<file path="src/rtl/hilo_acc.sv">
// hilo_acc: HI/LO register pair with plain writes and a two-cycle
// multiply-accumulate style add/subtract (LO on the first edge, HI plus
// carry/borrow on the second edge).
//
// Optional feature macro: HILO_BYPASS_EN
//   defined   -> rdata forwards an accepted MTHI/MTLO/WBOTH in its own cycle
//   undefined -> rdata is purely the registered {HI,LO}
//
// state  | meaning
// -------+-----------------------------------------------------------
// IDLE   | ready for a request; plain writes complete in one edge
// ACC_HI | LO already updated; HI += / -= stored operand and carry
module hilo_acc #(
  parameter int              HW      = 32,
  parameter logic [2*HW-1:0] RST_VAL = '0
) (
  input  logic            clk,
  input  logic            rst,
  input  logic            req,
  input  logic [2:0]      op,
  input  logic [2*HW-1:0] wdata,
  output logic            ready,
  output logic            done,
  output logic [2*HW-1:0] rdata
);

  localparam logic [2:0] OP_MTHI  = 3'd1;
  localparam logic [2:0] OP_MTLO  = 3'd2;
  localparam logic [2:0] OP_WBOTH = 3'd3;
  localparam logic [2:0] OP_MADD  = 3'd4;
  localparam logic [2:0] OP_MSUB  = 3'd5;

  typedef enum logic {
    IDLE   = 1'b0,
    ACC_HI = 1'b1
  } state_t;

  state_t          state;
  state_t          state_nx;

  logic [HW-1:0]   hi;
  logic [HW-1:0]   lo;
  logic [HW-1:0]   op_hi;
  logic            cy;
  logic            is_sub;
  logic            done_q;

  logic [HW-1:0]   w_hi;
  logic [HW-1:0]   w_lo;
  logic            is_plain;
  logic            is_acc;
  logic            accept;
  logic [HW:0]     lo_ext;
  logic [HW-1:0]   cy_ext;
  logic [HW-1:0]   hi_nx;

  assign w_hi = wdata[2*HW-1:HW];
  assign w_lo = wdata[HW-1:0];

  // Opcode decode; codes 0, 6 and 7 fall through as no-ops.
  always_comb begin
    is_plain = 1'b0;
    is_acc   = 1'b0;
    case (op)
      OP_MTHI, OP_MTLO, OP_WBOTH: is_plain = 1'b1;
      OP_MADD, OP_MSUB:           is_acc   = 1'b1;
      default: ;
    endcase
  end

  assign ready  = (state == IDLE);
  assign accept = req && ready && (is_plain || is_acc);

  // State register.
  always_ff @(posedge clk or posedge rst) begin
    if (rst) state <= IDLE;
    else     state <= state_nx;
  end

  // Next-state logic: an accumulate always spends exactly one cycle in ACC_HI.
  always_comb begin
    state_nx = state;
    case (state)
      IDLE:    if (accept && is_acc) state_nx = ACC_HI;
      ACC_HI:  state_nx = IDLE;
      default: state_nx = IDLE;
    endcase
  end

  // Low-half add/subtract; the extra top bit is the carry (add) or borrow (sub).
  always_comb begin
    lo_ext = {1'b0, lo} + {1'b0, w_lo};
    if (op == OP_MSUB) lo_ext = {1'b0, lo} - {1'b0, w_lo};
  end

  assign cy_ext = {{(HW-1){1'b0}}, cy};
  assign hi_nx  = is_sub ? (hi - op_hi - cy_ext) : (hi + op_hi + cy_ext);

  // HI/LO pair plus the operand/carry staged for the second accumulate edge.
  always_ff @(posedge clk or posedge rst) begin
    if (rst) begin
      hi     <= RST_VAL[2*HW-1:HW];
      lo     <= RST_VAL[HW-1:0];
      op_hi  <= '0;
      cy     <= 1'b0;
      is_sub <= 1'b0;
    end else if (state == ACC_HI) begin
      hi <= hi_nx;
    end else if (accept) begin
      case (op)
        OP_MTHI:  hi <= w_hi;
        OP_MTLO:  lo <= w_lo;
        OP_WBOTH: begin
          hi <= w_hi;
          lo <= w_lo;
        end
        OP_MADD, OP_MSUB: begin
          lo     <= lo_ext[HW-1:0];
          cy     <= lo_ext[HW];
          op_hi  <= w_hi;
          is_sub <= (op == OP_MSUB);
        end
        default: ;
      endcase
    end
  end

  // Completion pulse: one cycle after a plain write or after the HI edge.
  always_ff @(posedge clk or posedge rst) begin
    if (rst) done_q <= 1'b0;
    else     done_q <= (accept && is_plain) || (state == ACC_HI);
  end

  assign done = done_q;

`ifdef HILO_BYPASS_EN
  // Forward the written half (or halves) of an accepted plain write.
  always_comb begin
    rdata = {hi, lo};
    if (accept) begin
      case (op)
        OP_MTHI:  rdata[2*HW-1:HW] = w_hi;
        OP_MTLO:  rdata[HW-1:0]    = w_lo;
        OP_WBOTH: rdata            = wdata;
        default: ;
      endcase
    end
  end
`else
  // Registered value only; no path from wdata.
  assign rdata = {hi, lo};
`endif

endmodule

</file>
<file path="config.mk">
export PLATFORM = sky130hd
export DESIGN_NAME = hilo_acc
export DESIGN_NICKNAME = d
export VERILOG_FILES = /design/src/rtl/hilo_acc.sv
export SDC_FILE = /design/constraint.sdc
export NUM_CORES = 1
export LEC_CHECK = 0
export BUFFER_PORTS_ARGS = -buffer_cell sky130_fd_sc_hd__buf_2
export CORE_UTILIZATION = 54
export DETAILED_ROUTE_END_ITERATION = 16
export GPL_TIMING_DRIVEN = 0
export HOLD_SLACK_MARGIN = 0.02
export PLACE_DENSITY = 0.9
export REMOVE_ABC_BUFFERS = 1
export SLEW_MARGIN = 20
export SYNTH_ARGS = -nofsm -noshare
export SYNTH_HDL_FRONTEND = slang
export SYNTH_SLANG_ARGS = --single-unit
export TNS_END_PERCENT = 1
</file>
<file path="constraint.sdc">
create_clock -name clk -period 3.1 [get_ports clk]
set_clock_uncertainty 0.15 [all_clocks]
set_input_delay 0.31 -clock clk [delete_from_list [all_inputs] [get_ports clk]]
set_output_delay 0.31 -clock clk [all_outputs]
set_load 0.005 [all_outputs]
</file>
==> flow_metrics.env <==
export IMPL_outcome="finished, violations left"
export IMPL_violations="negative setup slack"
export IMPL_die_y_um=142.0
export IMPL_synthArstFlopShare_pct=100.0
export IMPL_clk_latency_ns=0.37
export IMPL_ys_seq_area_share_pct=23.63
export IMPL_cts_sink_count=100
export IMPL_worst_slew_pin_transition_ns=0.9780
export IMPL_drv_cap=0
export IMPL_grt_pass1_vias=10490
export IMPL_core_area_um2=18960
export IMPL_p_per_area_nw_per_um2=1076
export IMPL_grt_usage_pct=31.27
export IMPL_slew_headroom_pct=33.95
export IMPL_cp_arrival_ns=3.86
export IMPL_netlist_area_um2=10590
export IMPL_vias_per_cell=6.229
export IMPL_port_buffers=135
export IMPL_fin_crit_ns=3.704
export IMPL_synth_cell_types=82
export IMPL_start_util_pct=55.87
export IMPL_postRouteAntennaNets=0
export IMPL_clockBufferDepth=2
export IMPL_first_pass_iters=8
export IMPL_crit_fanout=5
export IMPL_rsz0062_at_grt="true"
export IMPL_startpoint_type="input pin"
export IMPL_postSynthCellCount=1317
export IMPL_ys_ff_latch=100
export IMPL_seq_area_um2=2506
export IMPL_num_vias=10780
export IMPL_yosys_warnings=0
export IMPL_setup_ws_ns=-0.6041
export IMPL_min_path_type="in -> reg"
export IMPL_synth_edf_count=0
export IMPL_drtIter0Drc=973
export IMPL_drv_slew=0
export IMPL_worstSetupPathType="in -> reg"
export IMPL_clockRootBuffer="clkbuf_16"
export IMPL_drive_gt1_share_pct=21.59
export IMPL_final_common_cell="a21oi_1"
export IMPL_whs_ns=0.02944
export IMPL_nNetsFinal=1661
export IMPL_setup_violations=51
export IMPL_multi_input_area_um2=7961
export IMPL_rows=50
export IMPL_gp_congestion=0.9795
export IMPL_cts_tree="built"
export IMPL_nFillCells=1481
export IMPL_grt_overflow=0
export IMPL_drc=0
export IMPL_clk_pin_slew_ns=0.07
export IMPL_synth_ff_type="dfrtp_1"
export IMPL_fin_crit_sh_pct=119.5
export IMPL_syn_to_final_growth_pct=19.59
export IMPL_cts_htree_levels=3
export IMPL_hold_viol_final=0
export IMPL_io_pins=136
export IMPL_routedWlPerCell_um=18.44
export IMPL_grt_pass1_wl_um=50430
export IMPL_final_cell_mix="132 x a21oi_1, 130 x buf_2, 114 x inv_1"
export IMPL_antenna_found_initial=4
export IMPL_routed_wl_um=31900
export IMPL_leakage_nw=5.764
export IMPL_required_ns=3.25
export IMPL_cts_buffers=9
export IMPL_syn_avg_cell_area_um2=8.041
export IMPL_die_area_um2=20180
export IMPL_fin_tns_setup_ns=-9.667
export IMPL_grt_start_max_net_pins=58
export IMPL_ir_drop_v=0.0004657
export IMPL_die_w_um=142.0
export IMPL_dp_hpwl_um=22180
export IMPL_timing_fmax_mhz=270.0
export IMPL_end_kind="flop"
-- flip-flops by register name, indices dropped and copies added, names as in the netlist --
name / flops
cy: 1
lo: 32
hi: 32
is_sub: 1
state: 1
done: 1
op_hi: 32
-- cells by family after synthesis --
| group | after synthesis | share of synthesized area [%] |
|---|---|---|
| DFF | 100 | 23.63 |
| AOI/OAI and AO/OA | 422 | 26.09 |
| adders and majority gates | 128 | 15.48 |
| buffers and inverters | 157 | 5.612 |
| xor gates and xnor gates | 110 | 9.097 |
| and+or+nand+nor | 361 | 16.03 |
| muxes | 39 | 4.064 |
-- cells in the mapped netlist, drive strengths merged (9+ instances only) --
| library cell | n | area share (%) |
|---|---|---|
| o21bai | 14 | 0.99 |
| a21oi | 141 | 6.7 |
| nand3 | 17 | 0.80 |
| inv | 116 | 4.1 |
| and3 | 13 | 0.82 |
| o31ai | 10 | 0.80 |
| a31oi | 11 | 0.65 |
| dfrtp | 100 | 24 |
| nor2 | 118 | 4.2 |
| nand2 | 103 | 3.7 |
| o22ai | 17 | 1.0 |
| xnor2 | 79 | 6.5 |
| a211oi | 22 | 1.7 |
| nor3 | 29 | 1.5 |
| ha | 123 | 15 |
| nand2b | 11 | 0.65 |
| mux2 | 32 | 3.4 |
| nor4 | 15 | 0.95 |
| xor2 | 31 | 2.6 |
| clkbuf | 32 | 1.1 |
| nor2b | 17 | 1.0 |
| o21a | 12 | 0.85 |
| o21ai | 87 | 4.1 |
| o211ai | 19 | 1.4 |
| a21o | 26 | 1.8 |
| or3 | 9 | 0.53 |
-- worst paths after layout --
| kind | start | slack (ns) | endpoint | cells after the start |
|---|---|---|---|---|
| worst max-delay path | wdata[2] | -0.60 | lo[23] | 21 |
| worst min-delay path | wdata[38] | 0.03 | op_hi[6] | 2 |
| worst max register to register | hi[16] | -0.51 | hi[31] | 13 |
| worst min register to register | lo[8] | 0.37 | lo[8] | 2 |
| max in group asynchronous | rst | 1.79 | hi[12] | 4 |
| min in group asynchronous | rst | 0.37 | lo[18] | 3 |
-- stage by stage --
step	area [µm²]	setup slack, ns	std cells	power [mW]	utilization [%]
final	12660	-0.6041	1730	13.62	66.81
after global routing	12660	-0.7738	1729	14.63	66.80
after CTS	12460	-0.5412	1717	13.17	65.75
after detailed placement	11620	-2.508	1678	11.39	61.33
after global placement	11440	-3.883	1672	11.05	60.33
after floorplan	10440	-1.126	1277	9.239	-
-- what timing repair did --
item | 4_1_cts | 5_1_grt
buffers inserted | 22 | 11
endpoints found under the hold margin | 43 | 0
hold buffers | 1 | 0
resized for setup | 79 | 29
endpoints found under the setup margin | 51 | 61
pin swaps | 29 | 24
-- metal layers --
metal,GRT usage [%],vias up,wire length [µm]
li1,-,5005,-
met1,36.28,5109,12490
met2,55.08,548,15730
met3,5.047,112,2308
met4,16.86,2,1354
met5,0,-,13
-- report_power, final --
part | switching, mW | internal (mW)
Combinational | 5.86 | 4.35
Clock | 0.562 | 0.669
Sequential | 0.452 | 1.73
Total | 6.87 | 6.75
-- final cells by class --
class	count	share of cell area, %
Inverter	117	3.507
Antenna cell	2	0.03952
Multi-Input combinational cell	1060	62.86
Timing Repair Buffer	175	8.832
Clock buffer	12	2.025
Clock inverter	4	0.3754
Sequential cell	100	19.79
Tap cell	260	2.569
-- critical path, cell delays in order --
cell and delay, ns:
buf_6 0.11, nor4_4 0.30, inv_1 0.09, or3_4 0.45, nor3b_4 0.31, nor2_1 0.10, xnor2_1 0.14, ha_1 0.36
and2_1 0.20, and3_4 0.20, a32oi_2 0.06, buf_4 0.16, buf_4 0.12, buf_4 0.12, buf_4 0.12, buf_4 0.12
buf_4 0.12, buf_4 0.13, nand4_1 0.10, nand2b_1 0.09, a21oi_1 0.14
(Power assumes the default switching activity.)
